### src/rtl/wb_arb_pkg.sv
// Shared definitions for the Wishbone round-robin arbiter: FSM encodings,
// default bus widths and small index helpers.
package wb_arb_pkg;

    localparam int DEFAULT_ADDR_W = 32;
    localparam int DEFAULT_DATA_W = 32;

    localparam logic [1:0] ST_IDLE  = 2'd0;
    localparam logic [1:0] ST_GRANT = 2'd1;
    localparam logic [1:0] ST_ABORT = 2'd2;

    function automatic int wrap_add(input int a, input int b, input int n);
        int s;
        s = a + b;
        return (s >= n) ? s - n : s;
    endfunction

    function automatic int wrap_inc(input int idx, input int n);
        return wrap_add(idx, 1, n);
    endfunction

endpackage

### src/rtl/rr_priority_picker.sv
// Combinational round-robin picker: first asserted request at or after ptr,
// wrapping modulo N. Returns a one-hot grant and the winning index.
module rr_priority_picker
    import wb_arb_pkg::*;
#(
    parameter int N     = 2,
    parameter int IDX_W = (N > 1) ? $clog2(N) : 1
) (
    input  logic [N-1:0]     req,
    input  logic [IDX_W-1:0] ptr,
    output logic [N-1:0]     grant,
    output logic [IDX_W-1:0] idx,
    output logic             valid
);

    logic [IDX_W-1:0] cand;

    // NOTE: every output gets a default before the loop so no latch is inferred.
    always_comb begin
        grant = '0;
        idx   = '0;
        valid = 1'b0;
        cand  = '0;
        for (int i = 0; i < N; i++) begin
            cand = IDX_W'(wrap_add(int'(ptr), i, N));
            if (!valid && req[cand]) begin
                valid       = 1'b1;
                grant[cand] = 1'b1;
                idx         = cand;
            end
        end
    end

endmodule

### src/rtl/wishbone_rr_arbiter.sv
// Round-robin Wishbone B4 classic arbiter: grants whole bus cycles to one of
// NUM_MASTERS requesters, muxes it onto the slave, and aborts stalled strobes.
module wishbone_rr_arbiter
    import wb_arb_pkg::*;
#(
    parameter int NUM_MASTERS    = 2,
    parameter int ADDR_W         = DEFAULT_ADDR_W,
    parameter int DATA_W         = DEFAULT_DATA_W,
    parameter int TIMEOUT_CYCLES = 16
) (
    input  logic                            clk_i,
    input  logic                            rst_n_i,
    input  logic [NUM_MASTERS-1:0]          m_cyc_i,
    input  logic [NUM_MASTERS-1:0]          m_stb_i,
    input  logic [NUM_MASTERS-1:0]          m_we_i,
    input  logic [NUM_MASTERS*DATA_W/8-1:0] m_sel_i,
    input  logic [NUM_MASTERS*ADDR_W-1:0]   m_addr_i,
    input  logic [NUM_MASTERS*DATA_W-1:0]   m_data_i,
    output logic [DATA_W-1:0]               m_data_o,
    output logic [NUM_MASTERS-1:0]          m_ack_o,
    output logic [NUM_MASTERS-1:0]          m_err_o,
    output logic [NUM_MASTERS-1:0]          grant_o,
    output logic                            s_cyc_o,
    output logic                            s_stb_o,
    output logic                            s_we_o,
    output logic [DATA_W/8-1:0]             s_sel_o,
    output logic [ADDR_W-1:0]               s_addr_o,
    output logic [DATA_W-1:0]               s_data_o,
    input  logic [DATA_W-1:0]               s_data_i,
    input  logic                            s_ack_i
);

    localparam int SEL_W = DATA_W / 8;
    localparam int IDX_W = $clog2(NUM_MASTERS);
    localparam int WD_W  = (TIMEOUT_CYCLES > 0) ? $clog2(TIMEOUT_CYCLES + 1) : 1;
    localparam logic [WD_W-1:0] WD_LAST = (TIMEOUT_CYCLES > 0) ? WD_W'(TIMEOUT_CYCLES - 1) : '0;

    logic [1:0]             state_q;
    logic [IDX_W-1:0]       owner_q;
    logic [IDX_W-1:0]       rr_ptr_q;
    logic [WD_W-1:0]        wd_cnt_q;

    logic [NUM_MASTERS-1:0] pick_grant;
    logic [IDX_W-1:0]       pick_idx;
    logic                   pick_valid;
    logic [NUM_MASTERS-1:0] owner_oh;
    logic [IDX_W-1:0]       mux_idx;
    logic [IDX_W-1:0]       ptr_after_owner;
    logic                   in_grant;
    logic                   owner_cyc;
    logic                   stalled;
    logic                   timeout_hit;

    rr_priority_picker #(
        .N     (NUM_MASTERS),
        .IDX_W (IDX_W)
    ) u_picker (
        .req   (m_cyc_i),
        .ptr   (rr_ptr_q),
        .grant (pick_grant),
        .idx   (pick_idx),
        .valid (pick_valid)
    );

    assign in_grant        = (state_q == ST_GRANT);
    assign owner_cyc       = m_cyc_i[owner_q];
    assign mux_idx         = (state_q == ST_IDLE) ? '0 : owner_q;
    assign ptr_after_owner = IDX_W'(wrap_inc(int'(owner_q), NUM_MASTERS));

    always_comb begin
        owner_oh          = '0;
        owner_oh[owner_q] = 1'b1;
    end

    always_comb begin
        s_we_o   = m_we_i[0];
        s_sel_o  = m_sel_i[SEL_W-1:0];
        s_addr_o = m_addr_i[ADDR_W-1:0];
        s_data_o = m_data_i[DATA_W-1:0];
        for (int i = 1; i < NUM_MASTERS; i++) begin
            if (mux_idx == IDX_W'(i)) begin
                s_we_o   = m_we_i[i];
                s_sel_o  = m_sel_i[i*SEL_W +: SEL_W];
                s_addr_o = m_addr_i[i*ADDR_W +: ADDR_W];
                s_data_o = m_data_i[i*DATA_W +: DATA_W];
            end
        end
    end

    assign s_cyc_o  = in_grant & owner_cyc;
    assign s_stb_o  = in_grant & m_stb_i[owner_q];
    assign m_data_o = s_data_i;
    assign grant_o  = (state_q != ST_IDLE) ? owner_oh : '0;
    // Acks arriving outside GRANT are dropped, never forwarded.
    assign m_ack_o  = (in_grant && s_ack_i) ? owner_oh : '0;
    assign m_err_o  = (state_q == ST_ABORT) ? owner_oh : '0;

    assign stalled     = s_stb_o & ~s_ack_i;
    assign timeout_hit = (TIMEOUT_CYCLES != 0) && stalled && (wd_cnt_q == WD_LAST);

    // NOTE: sequential state uses non-blocking assignments; the async reset
    // clears only control state, the address/data path is purely combinational.
    always_ff @(posedge clk_i or negedge rst_n_i) begin
        if (!rst_n_i) begin
            state_q  <= ST_IDLE;
            owner_q  <= '0;
            rr_ptr_q <= '0;
            wd_cnt_q <= '0;
        end else begin
            case (state_q)
                ST_IDLE: begin
                    wd_cnt_q <= '0;
                    if (pick_valid) begin
                        owner_q <= pick_idx;
                        state_q <= ST_GRANT;
                    end
                end
                ST_GRANT: begin
                    if (!owner_cyc) begin
                        state_q  <= ST_IDLE;
                        rr_ptr_q <= ptr_after_owner;
                        wd_cnt_q <= '0;
                    end else if (timeout_hit) begin
                        state_q  <= ST_ABORT;
                        wd_cnt_q <= '0;
                    end else if (stalled && TIMEOUT_CYCLES != 0) begin
                        wd_cnt_q <= wd_cnt_q + WD_W'(1);
                    end else begin
                        wd_cnt_q <= '0;
                    end
                end
                ST_ABORT: begin
                    wd_cnt_q <= '0;
                    if (owner_cyc) begin
                        state_q <= ST_GRANT;
                    end else begin
                        state_q  <= ST_IDLE;
                        rr_ptr_q <= ptr_after_owner;
                    end
                end
                default: begin
                    state_q  <= ST_IDLE;
                    wd_cnt_q <= '0;
                end
            endcase
        end
    end

endmodule

### config.mk
export PLATFORM = sky130hd
export DESIGN_NAME = wishbone_rr_arbiter
export DESIGN_NICKNAME = d
export VERILOG_FILES = /design/src/rtl/wb_arb_pkg.sv /design/src/rtl/rr_priority_picker.sv /design/src/rtl/wishbone_rr_arbiter.sv
export SDC_FILE = /design/constraint.sdc
export NUM_CORES = 1
export LEC_CHECK = 0
export ABC_CLOCK_PERIOD_IN_PS = 3700
export CORE_AREA = 8 8 105 107
export DETAILED_ROUTE_END_ITERATION = 7
export DIE_AREA = 0 0 113 115
export GPL_TIMING_DRIVEN = 0
export HOLD_SLACK_MARGIN = 0.08
export PLACE_DENSITY = 0.7
export SLEW_MARGIN = 15
export SYNTH_ARGS = -nofsm -noshare
export SYNTH_HDL_FRONTEND = slang
export SYNTH_SLANG_ARGS = --single-unit
### constraint.sdc
create_clock -name clk_i -period 3.7 [get_ports clk_i]
set_clock_uncertainty 0.2 [all_clocks]
set_input_delay 0.37 -clock clk_i [delete_from_list [all_inputs] [get_ports clk_i]]
set_output_delay 0.37 -clock clk_i [all_outputs]
set_load 0.01 [all_outputs]
==> run_results.csv <==
group,metric,value,unit
pwr,internal-power,1.22,mW
global_routing,grt_pass1_vias,2858,
cells_and_area,areaGrowthSynthToFinish,164,%
sta,slew_viol_final,0,
clock_tree,cts_buffer_depth,2,
global_routing,grt_pass1_wl,16500,um
clock_tree,clockRootBuffer,"clkbuf_8",
pwr,p_comb_frac,0.892,
floorplanning,ios,286,
synth,ys_warn_count,0,
clock_tree,postCtsSetupRepairBufs,0,
detailed_routing,vias,2857,
sta,hold_violations,0,
clock_tree,tritoncts,"yes",
placement,hpwl,10200,um
synth,mappedNetlistNets,500,
placement,gp_congestion,0.967,
setup_path,r2r_slack,1.56,ns
floorplanning,rows,36,
placement,portBuffers,253,
pwr,p_clk_frac,0.051,
synth,syn_area,0.00166,mm^2
detailed_routing,first_pass_iters,5,
pwr,p_switching,1.04,mW
min_path,worstHoldPathType,"primary input to async pin",
pwr,switching_share,0.458,
clock_tree,clock_sinks,9,
synth,ys_ff_latch,9,
synth,synth_cell_types,28,
sta,fin_setup_tns,0,ns
sta,slew_headroom,0.597,
detailed_routing,vias_per_cell,4.15,
clock_tree,cts_hold_buf,0,
clock_tree,cts.clk_slew.worst_paths,0.05,ns
setup_path,start_kind,"flop",
cells_and_area,drive_above_1_share,0.0801,
global_routing,grt_use_total,0.161,
setup_path,critPathMaxFanout,10,
job,cap_violations,0,
pwr,power_density,516,mW/mm^2
sta,min_period,3.20,ns
global_routing,grt-ovfl-total,0,
pwr,pwr-share-seq,0.057,
sta,fmax,0.313,GHz
detailed_routing,drtIter0Drc,163,
floorplanning,fp.dieW,113,um
setup_path,crit_arrival,2.63,ns
cells_and_area,final_nets,758,
pwr,p_leak,2.09,nW
setup_path,r2r-start,"wd_cnt_q[0]",
clock_tree,numCtsBuffers,3,
sta,rsz0062_at_grt,"false",
sta,setup_violations,0,
clock_tree,worstSkewPairLatency,0.23,ns
global_routing,grt_antenna_before_repair,0,
clock_tree,cts_max_level,1,
detailed_routing,wl_per_cell,16.9,um
floorplanning,die_y,115,um
floorplanning,die-area,0.0130,mm^2
cells_and_area,utilization,0.463,
detailed_routing,drtAntennaViolNets,0,
detailed_routing,wirelength,11700,um
synth,yosysSeqAreaShare,0.136,
sta,finalCritPeriodShare,0.865,
synth,synth_cells,317,
clock_tree,cts_resized,0,
floorplanning,core,0.00946,mm^2
pwr,peakVddDrop,0.267,mV
outcome,outcome,"finished clean",
setup_path,worst_setup_path_end_kind,"output pin",
sta,worst_slew_pin_slew,0.604,ns
detailed_routing,drc,0,
global_routing,grt_start_max_net_pins,11,
setup_path,worstReg2RegEnd,"state_q[0]",
synth,avgSynthCellArea,5.23,um^2
cells_and_area,insertedDiodeCount,0,
floorplanning,initial_utilization,0.175,
setup_path,path_class,"flop to output pin",
setup_path,cp.required,3.13,ns
setup_path,r2r_cells,6,
==> power by group through the flow <==
stage | Combinational, mW | Sequential [mW] | Clock, mW
floorplan | 0.885 | 0.128 | 0
global placement | 2.01 | 0.129 | 0
detailed placement | 2.03 | 0.131 | 0
CTS | 2.04 | 0.129 | 0.118
global route | 2.19 | 0.130 | 0.124
finish | 2.02 | 0.129 | 0.115
==> layer usage <==
layer | wire length (um) | track usage | vias to the layer above
met5 | 0 | 0 | -
met4 | 133 | 0.0249 | 0
met3 | 913 | 0.0368 | 11
met2 | 6030 | 0.304 | 142
met1 | 4580 | 0.183 | 1268
li1 | - | - | 1436
==> critical path, stage by stage (launching register included) <==
cell,delay (ns)
dfrtp_1,0.38
inv_1,0.08
ha_1,0.27
nand2b_1,0.16
buf_2,0.17
inv_2,0.13
clkbuf_1,0.45
nand2_1,0.10
nand2_1,0.09
clkdlybuf4s50_1,0.56
==> placed cells by master (no fill, tap or decap), drive strengths merged, types with 2 or more instances in the layout <==
| cell type | netlist | routed |
|---|---|---|
| clkdlybuf4s50 | 0 | 253 |
| nor2b | 2 | 2 |
| buf | 37 | 37 |
| a21oi | 3 | 3 |
| clkbuf | 12 | 16 |
| and3 | 2 | 2 |
| dfrtp | 9 | 9 |
| o21ai | 3 | 3 |
| mux2 | 2 | 2 |
| nand2 | 211 | 211 |
| ha | 6 | 6 |
| nor2 | 9 | 9 |
| nand2b | 2 | 2 |
| inv | 9 | 9 |
==> registers in the layout, indices dropped and copies added, names as in the netlist <==
signal,cells
owner_q,1
state_q,2
wd_cnt_q,5
rr_ptr_q,1
==> worst max path at each step <==
stage,from,endpoint,slack (ns),depth (start not counted)
after floorplan,state_q[0],s_data_o[21],1.66,8
after global placement,state_q[0],s_addr_o[27],0.69,8
after detailed placement,state_q[1],s_addr_o[27],0.70,8
after CTS,state_q[1],s_addr_o[27],0.43,8
after global routing,state_q[0],s_addr_o[30],0.26,9
final,state_q[0],s_addr_o[30],0.50,9
==> Yosys cell counts <==
cell / n / area share
a21oi_1: 3 / 0.0090
a31oi_1: 1 / 0.0038
a32o_1: 1 / 0.0060
and2_1: 1 / 0.0038
and3_1: 2 / 0.0075
and4bb_2: 1 / 0.0075
buf_2: 3 / 0.0090
buf_4: 33 / 0.15
buf_6: 1 / 0.0068
clkbuf_1: 12 / 0.027
dfrtp_1: 9 / 0.14
ha_1: 6 / 0.045
inv_1: 8 / 0.018
inv_2: 1 / 0.0023
mux2_2: 1 / 0.0068
mux2_4: 1 / 0.0090
mux2i_1: 1 / 0.0060
nand2_1: 210 / 0.48
nand2_2: 1 / 0.0038
nand2b_1: 2 / 0.0075
nand3_1: 1 / 0.0030
nor2_1: 9 / 0.020
nor2b_1: 2 / 0.0075
nor3_1: 1 / 0.0030
o21ai_0: 3 / 0.0090
or4_4: 1 / 0.0068
xnor2_1: 1 / 0.0053
xor2_1: 1 / 0.0053
==> cell type report <==
| class | instances | area, um^2 |
|---|---|---|
| timing repair buffer | 253 | 2530 |
| buffer | 49 | 319 |
| clock buffer | 4 | 45.0 |
| inverter | 9 | 33.8 |
| fill | 961 | 5080 |
| tap | 114 | 143 |
| sequential | 9 | 225 |
| multi-input combinational | 250 | 1080 |
==> through the flow <==
step                total power [mW]  instance area (um^2)  hold WS, ns  setup slack (ns)  instances
finish                          2.26                  4380        0.235             0.501        688
global route                    2.44                  4380        0.267             0.259        688
CTS                             2.29                  4380        0.246             0.434        688
detailed placement              2.16                  4330        0.256             0.696        684
global placement                2.14                  4330        0.239             0.692        684
floorplan                       1.01                  1660       -0.126              1.66        317
==> cells by family (layout without fill, tap and decap cells) <==
logic type,after synthesis,after routing,share of synthesized area
AND/OR/NAND/NOR,231,231,0.546
buffers and inverters,58,315,0.213
flip-flops,9,9,0.136
AO/OA/AOI/OAI,8,8,0.0279
adder cells (fa/ha/maj),6,6,0.0452
multiplexers,3,3,0.0219
XOR/XNOR,2,2,0.0106
Power figures use the tool's default switching activity.
